$ cat src/rtl/serial_subtractor_if.sv
// serial_subtractor_if: start/operand request and busy/done/result response of the bit-serial subtractor
interface serial_subtractor_if #(
    parameter int WIDTH = 8
);
    logic             start;
    logic [WIDTH-1:0] a;
    logic [WIDTH-1:0] b;
    logic             busy;
    logic             done;
    logic [WIDTH-1:0] diff;
    logic             bout;
    modport master (output start, a, b, input busy, done, diff, bout);
    modport slave  (input start, a, b, output busy, done, diff, bout);
endinterface

$ cat src/rtl/serial_subtractor.sv
// serial_subtractor: computes a-b one bit per clock, LSB first, with borrow-out
module serial_subtractor #(
    parameter int WIDTH = 8
) (
    input  logic                 clk,
    input  logic                 rst,
    serial_subtractor_if.slave   bus
);
    localparam int CW = $clog2(WIDTH);
    typedef enum logic [1:0] {IDLE, SHIFT, DONE} state_t;
    state_t           state_q, state_d;
    logic [WIDTH-1:0] a_q, a_d, b_q, b_d, r_q, r_d;
    logic [CW-1:0]    cnt_q, cnt_d;
    logic             bw_q, bw_d, bout_q, bout_d;
    logic             d, bw_n;
    assign d    = a_q[0] ^ b_q[0] ^ bw_q;
    assign bw_n = (~a_q[0] & b_q[0]) | (~(a_q[0] ^ b_q[0]) & bw_q);
    always_ff @(posedge clk or posedge rst) begin
        if (rst) begin
            state_q <= IDLE;
            a_q     <= '0;
            b_q     <= '0;
            r_q     <= '0;
            cnt_q   <= '0;
            bw_q    <= 1'b0;
            bout_q  <= 1'b0;
        end else begin
            state_q <= state_d;
            a_q     <= a_d;
            b_q     <= b_d;
            r_q     <= r_d;
            cnt_q   <= cnt_d;
            bw_q    <= bw_d;
            bout_q  <= bout_d;
        end
    end
    // bout_q mirrors the running borrow only while shifting, so the visible result never moves on accept
    always_comb begin
        state_d = state_q;
        a_d     = a_q;
        b_d     = b_q;
        r_d     = r_q;
        cnt_d   = cnt_q;
        bw_d    = bw_q;
        bout_d  = bout_q;
        unique case (state_q)
            IDLE: if (bus.start) begin
                state_d = SHIFT;
                a_d     = bus.a;
                b_d     = bus.b;
                bw_d    = 1'b0;
                cnt_d   = '0;
            end
            SHIFT: begin
                a_d     = a_q >> 1;
                b_d     = b_q >> 1;
                r_d     = {d, r_q[WIDTH-1:1]};
                bw_d    = bw_n;
                bout_d  = bw_n;
                cnt_d   = cnt_q + 1'b1;
                state_d = (cnt_q == CW'(WIDTH - 1)) ? DONE : SHIFT;
            end
            DONE:    state_d = IDLE;
            default: state_d = IDLE;
        endcase
    end
    assign bus.busy = (state_q == SHIFT);
    assign bus.done = (state_q == DONE);
    assign bus.diff = r_q;
    assign bus.bout = bout_q;
endmodule

$ cat src/flat_wrapper.sv
// flat-port wrapper written by rule: the top's interface ports become plain ports
module serial_subtractor_flat 
#(
    parameter int WIDTH = 8
)
  (clk, rst, bus_start, bus_a, bus_b, bus_busy, bus_done, bus_diff, bus_bout);
  serial_subtractor_if #(.WIDTH(WIDTH)) bus_i ();
  input  logic clk;
  input  logic rst;
  input wire logic [$bits(bus_i.start)-1:0] bus_start;
  input wire logic [$bits(bus_i.a)-1:0] bus_a;
  input wire logic [$bits(bus_i.b)-1:0] bus_b;
  output wire logic [$bits(bus_i.busy)-1:0] bus_busy;
  output wire logic [$bits(bus_i.done)-1:0] bus_done;
  output wire logic [$bits(bus_i.diff)-1:0] bus_diff;
  output wire logic [$bits(bus_i.bout)-1:0] bus_bout;
  assign bus_i.start = bus_start;
  assign bus_i.a = bus_a;
  assign bus_i.b = bus_b;
  assign bus_busy = bus_i.busy;
  assign bus_done = bus_i.done;
  assign bus_diff = bus_i.diff;
  assign bus_bout = bus_i.bout;
  serial_subtractor #(.WIDTH(WIDTH)) u_core (.clk(clk), .rst(rst), .bus(bus_i));
endmodule
$ cat config.mk
export PLATFORM = sky130hd
export DESIGN_NAME = serial_subtractor_flat
export DESIGN_NICKNAME = d
export VERILOG_FILES = /design/src/rtl/serial_subtractor_if.sv /design/src/rtl/serial_subtractor.sv /design/src/flat_wrapper.sv
export SDC_FILE = /design/constraint.sdc
export NUM_CORES = 1
export LEC_CHECK = 0
export ABC_AREA = 0
export BUFFER_PORTS_ARGS = -buffer_cell sky130_fd_sc_hd__buf_2
export CAP_MARGIN = 20
export CORE_ASPECT_RATIO = 1.25
export CORE_MARGIN = 5
export CORE_UTILIZATION = 48
export DETAILED_ROUTE_END_ITERATION = 16
export PLACE_DENSITY = 0.83
export SLEW_MARGIN = 20
export SYNTH_ARGS = -nofsm -noshare
export SYNTH_HDL_FRONTEND = slang
export SYNTH_SLANG_ARGS = --single-unit
export TNS_END_PERCENT = 20
$ cat constraint.sdc
create_clock -name clk -period 1.4 [get_ports clk]
set_clock_uncertainty 0.1 [all_clocks]
set_input_delay 0.14 -clock clk [delete_from_list [all_inputs] [get_ports clk]]
set_output_delay 0.14 -clock clk [all_outputs]
set_load 0.1 [all_outputs]
==> summary.txt, run 1 <==
Die
  – Die Height: 71.5 microns
  – Core area: 0.00292 sq mm
  – I/O pins: 30
  – FP Rows: 22
  – Die ar.: 0.00423 sq mm
  – Initial core utilization: 49.7%
  – Die Wd: 59.2 microns

Logic synthesis
  – Syn avg cell area: 11.8 sq um
  – Netlist cell types: 25
  – Leading area contributor after synthesis: dfrtp_1
  – Area share of the largest cell type after synthesis: 53.5%
  – Register area share after synthesis: 53.5%
  – Seq cells post-synth: 31
  – Mapped Cells: 123
  – Top post-synthesis cells by area: dfrtp_1 53%, nor4b_1 8.5%, a221oi_1 7.2%, mux2_2 4.7%, inv_1 4.4%
  – Synthesized area: 0.00145 sq mm
  – Mapped Nets: 145
  – Yosys Warn Count: 0

Setup path
  – Critical Path End Type: primary output
  – Critical path required time: 1.16 ns
  – R2r setup slk: 0.01 ns
  – CP delay by family, top: flip-flops
  – Slowest cell on crit path: dfrtp_2
  – Crit-path cells: buf_12, nor2b_4, buf_12
  – Kind of critical path: flip-flop to primary output
  – Worst path most repeated cell: buf_12
  – Critical Path Fanout Max: 18
  – CP Data Arrival Time: 1.27 ns
  – CP max stage delay: 0.46 ns
  – CP Launch Type: flip-flop
  – Buf/Inv on CP: 2

Final layout
  – Final Cell Area: 0.00204 sq mm
  – Fin nets: 190
  – Fraction of layout cells with a size suffix above 1: 45.6%
  – Finished Layout Cells: 205
  – N_diodes: 0
  – Area Overhead vs Synth: 40.5%

STA
  – Min Tclk post-route: 1.51 ns
  – Final setup viols: 2
  – Final Hold Fails: 0
  – Final WS setup: -0.109 ns
  – Fmax: 0.663 GHz
  – Slew Limit Fails: 0
  – Final worst path period share: 108%
  – RSZ-0062 raised after global routing: yes
  – Rel. slew slack: 67.9%
  – Worst-Margin Slew: 0.484 ns

CTS
  – CTS Buf Count: 5
  – TritonCTS clock tree: done
  – Clk buf depth: 2
  – Clk sinks: 31
  – Reg clk slew, reported paths: 0.09 ns
  – Max H-tree Level: 2
  – CTS Root Cell: clkbuf_4
  – Worst-Skew Late Latency: 0.33 ns

GRT
  – All-Layer GR Usage: 15.9%
  – Pin count of the biggest net entering global routing: 32
  – Vias in the first global route: 1144
  – Initial antenna violation count: 0
  – Total gr overflow: 0
  – First-pass GRT wire length: 5140 microns

Placement
  – Cells after DPL: 188
  – PortBufs: 29
  – Placement Cell Area: 0.00170 sq mm
  – Gp weighted congestion: 0.724
  – Post-DP HPWL: 1990 microns

Min path
  – Class of the worst hold path: input pin to flip-flop

Detailed routing
  – Drt pass-1 iters: 5
  – DRC: 0
  – Detailed Route Iter0 Violations: 49
  – Routed WL: 3170 microns
  – Antenna viol nets, final: 0
  – Vias: 1101
  – DR WL/cell: 15.4 microns
  – Drt via density: 5.37

Run
  – Maxcap violations: 0

Outcome
  – Status: complete, but fails checks
  – Failing checks: setup timing
-- cell type report --
type	instances	area, sq um
repair buffers	47	383
well taps	36	45.0
multi-input cells	65	691
inverters	18	72.6
flip-flops and latches	31	777
clock buffers	8	68.8
fillers	210	881
-- per-layer routing --
metal / vias to the layer above / global-route usage, % / part of all wire, %
met5: - / 0 / 0
met4: 0 / 6.05 / 2.4
met3: 9 / 5.05 / 5.5
met2: 29 / 25.3 / 53
met1: 531 / 19.8 / 39
li1: 532 / - / -
-- synth_stat cells, drive strengths merged --
library cell	number
nor3b	1
o21bai	1
buf	7
nor4b	14
o22ai	1
a221oi	14
o21ba	1
mux2	8
mux2i	2
inv	18
nand2b	3
a22o	4
and2	1
ha	2
nor2b	1
a21oi	1
clkbuf	2
fa	1
nor2	10
dfrtp	31
-- per-stage QoR --
stage	hold slack (ns)	setup WS, ns	TNS (ns)	utilization, %
after floorplan	0.144	-0.0286	-0.0572	-
after global routing	0.0295	-0.182	-0.677	69.8
after detailed placement	0.139	-0.150	-1.81	58.3
after global placement	0.121	-0.0567	-0.609	58.3
after CTS	0.0358	-0.120	-0.213	64.6
final	0.0372	-0.109	-0.170	69.8
-- final timing paths --
check                                                 end                            from  cells past startpoint
max                                              bus_done   u_core.state_q[0]$_DFFE_PP0P_                      3
min                             u_core.a_q[6]$_DFFE_PP0P_                        bus_a[6]                      3
max reg2reg                     u_core.b_q[0]$_DFFE_PP0P_   u_core.state_q[1]$_DFFE_PP0P_                      5
min reg2reg                u_core.bus.diff[0]$_DFFE_PP0P_  u_core.bus.diff[0]$_DFFE_PP0P_                      1
max in group asynchronous   u_core.state_q[0]$_DFFE_PP0P_                             rst                      4
min in group asynchronous  u_core.bus.diff[6]$_DFFE_PP0P_                             rst                      4
-- registers in the layout, summed over array words and instances (netlist names) --
| register | flops |
|---|---|
| u_core.a_q | 8 |
| u_core.b_q | 8 |
| u_core.bus.diff | 8 |
| u_core.cnt_q | 3 |
| u_core.state_q | 2 |
| u_core.bus.bout | 1 |
| u_core.bw_q | 1 |
-- kinds of logic (layout without fill, tap and decap cells) --
logic type	count (synthesis)	in the layout	share of synthesized area [%]
flip-flops	31	31	53.5
AND/OR/NAND/NOR	30	30	13.9
buffers and inverters	27	73	7.94
AO/OA/AOI/OAI	22	22	14.0
multiplexers	10	10	7.59
adder cells (fa/ha/maj)	3	3	3.11
-- worst reg2reg max path: cells and delay by family (launching register included) --
kind,cells,cell delay (ns)
buffers and inverters,3,0.37
AND/OR/NAND/NOR,1,0.31
flip-flops,1,0.40
AO/OA/AOI/OAI,1,0.08
-- placed cells by master, fill, tap and decap left out, drive strengths merged --
cell	count
buf	38
dfrtp	31
inv	17
clkbuf	14
a221oi	14
nor4b	14
nor2	10
mux2	8
a22o	4
dlygate4sd3	3
nand2b	3
mux2i	2
ha	2
o21bai	1
clkinv	1
and2	1
nor3b	1
nor2b	1
a21oi	1
o21ba	1
o22ai	1
fa	1
-- timing repair --
action / CTS / global route
resized for setup: 12 / 26
setup endpoints to repair: 22 / 34
pin swaps: 1 / 2
hold buffers: 3 / 0
endpoints found under the hold margin: 33 / 0
buffers inserted: 4 / 2
Power of run 1 is left out: the tool's default activity adds up to more than one toggle a clock period on the data nets, which glitch-free logic cannot reach.
==> run 2: changes to the inputs <==
--- a/config.mk
+++ b/config.mk
@@ -13,6 +13,7 @@
 export CORE_UTILIZATION = 48
 export DETAILED_ROUTE_END_ITERATION = 16
 export PLACE_DENSITY = 0.83
+export RECOVER_POWER = 100
 export SLEW_MARGIN = 20
 export SYNTH_ARGS = -nofsm -noshare
 export SYNTH_HDL_FRONTEND = slang
==> run 2 against run 1 <==
Effect of this change: the run still ends with setup timing left; first-iteration DRC count decreased by 14%; global-route usage did not move; core utilization down 0.51 points; final cell count stayed put; non-clock buffer count is the same; register-to-register slack got worse by 0.04 ns; sequential share of layout area increased by 0.28 points; worst setup slack improved by 0.0017 ns; design area down 0.74%; critical path type unchanged; largest cell class unchanged.
==> summary.txt, run 2 (synthesis gave the netlist of run 1 again) <==
Final layout
  – N_diodes: 0
  – Final core utilization: 69.3%
  – Area of the multi-input gates: 691 sq um
  – Fillers: 210
  – Fin nets: 190
  – Fraction of layout cells with a size suffix above 1: 45.0%
  – FF+latch area: 777 sq um
  – Most frequent cells in the layout: 30 x dfrtp_1, 20 x buf_2, 17 x inv_1
  – Area Overhead vs Synth: 39.4%
  – Most common cell after layout, fill and taps aside: dfrtp_1

STA
  – RSZ-0062 raised after global routing: yes
  – Final setup viols: 6
  – Rel. slew slack: 50.2%
  – Final WS setup: -0.108 ns
  – Fin Hold WS: 0.0382 ns
  – Fmax: 0.663 GHz
  – Final Hold Fails: 0
  – Slew Limit Fails: 0
  – Min Tclk post-route: 1.51 ns
  – Final worst path period share: 108%
  – Worst-Margin Slew: 0.747 ns

CTS
  – Clk buf depth: 2
  – Clk sinks: 31
  – Worst-Skew Late Latency: 0.33 ns
  – TritonCTS clock tree: done
  – Max H-tree Level: 2
  – Reg clk slew, reported paths: 0.09 ns
  – CTS Root Cell: clkbuf_4
  – CTS Buf Count: 5

Min path
  – WHS Endpoint: u_core.a_q[6]$_DFFE_PP0P_
  – Class of the worst hold path: input pin to flip-flop
  – Hold Crit Depth: 3
  – Hold_sp: bus_a[6]

Detailed routing
  – Routed WL: 3140 microns
  – Vias: 1118
  – Drt via density: 5.45
  – Detailed Route Iter0 Violations: 42
  – Antenna viol nets, final: 0
  – DRC: 0
  – DR WL/cell: 15.3 microns
  – Drt pass-1 iters: 4

Die
  – I/O pins: 30
  – Initial core utilization: 49.7%
  – FP Rows: 22
  – Die ar.: 0.00423 sq mm
  – Die Wd: 59.2 microns
  – Core area: 0.00292 sq mm
  – Die Height: 71.5 microns

Setup path
  – R2R Path End: u_core.b_q[6]$_DFFE_PP0P_
  – Critical Path Fanout Max: 18
  – FF-to-FF Start: u_core.state_q[1]$_DFFE_PP0P_
  – R2r setup slk: -0.03 ns
  – Kind of critical path: flip-flop to primary output
  – Reg2Reg Depth: 4
  – Critical path required time: 1.16 ns
  – CP Data Arrival Time: 1.27 ns
  – CP Launch Type: flip-flop
  – Critical Path End Type: primary output

Outcome
  – Status: complete, but fails checks
  – Failing checks: setup timing

Placement
  – Gp weighted congestion: 0.724
  – DP Worst Slack: -0.150 ns
  – PortBufs: 29
  – Post-DP HPWL: 1990 microns

GRT
  – Initial antenna violation count: 0
  – Vias in the first global route: 1144
  – All-Layer GR Usage: 15.9%
  – Pin count of the biggest net entering global routing: 32
  – Total gr overflow: 0
  – First-pass GRT wire length: 5140 microns

Run
  – Maxcap violations: 0
[run 2: worst max-delay path: stages, from the launching register on]
cell     delay, ns
dfrtp_2       0.46
buf_12        0.17
nor2b_4       0.13
buf_12        0.18
[run 2: cell type report]
cell class / count / area share (%)
timing repair buffer: 47 / 18.2
multi-input combinational: 65 / 34.2
inverter: 18 / 3.59
clock buffer: 8 / 3.40
tap: 36 / 2.23
sequential: 31 / 38.4
[run 2: routing by layer]
metal | GRT usage, % | share of wire (%) | wire length, microns
met5 | 0 | 0 | 0
met4 | 6.05 | 2.5 | 77
met3 | 5.05 | 5.6 | 175
met2 | 25.3 | 52 | 1650
met1 | 19.8 | 39 | 1240
[run 2: how the worst max path moves through the flow]
stage,startpoint,endpoint,slack [ns],cells after the start
final,u_core.state_q[0]$_DFFE_PP0P_,bus_done,-0.11,3
after global routing,u_core.state_q[1]$_DFFE_PP0P_,bus_done,-0.18,4
after CTS,u_core.state_q[0]$_DFFE_PP0P_,bus_done,-0.12,3
after detailed placement,u_core.state_q[0]$_DFFE_PP0P_,u_core.b_q[4]$_DFFE_PP0P_,-0.15,2
after global placement,u_core.state_q[0]$_DFFE_PP0P_,u_core.b_q[0]$_DFFE_PP0P_,-0.06,2
after floorplan,u_core.state_q[1]$_DFFE_PP0P_,u_core.bus.diff[1]$_DFFE_PP0P_,-0.03,4
[run 2: repair_timing]
item / CTS / global route
pin swaps: 1 / 2
hold buffers: 3 / 0
resized for setup: 12 / 26
hold endpoints to repair: 33 / 0
buffers inserted: 4 / 2
setup endpoints to repair: 22 / 34
[run 2: per-stage QoR]
step	area [sq um]	cells	setup TNS [ns]
after detailed placement	1700	188	-1.81
after CTS	1880	203	-0.213
after global routing	2020	205	-1.09
after global placement	1700	188	-0.609
final	2020	205	-0.250
after floorplan	1480	123	-0.0572
Power of run 2 is left out for the same reason.
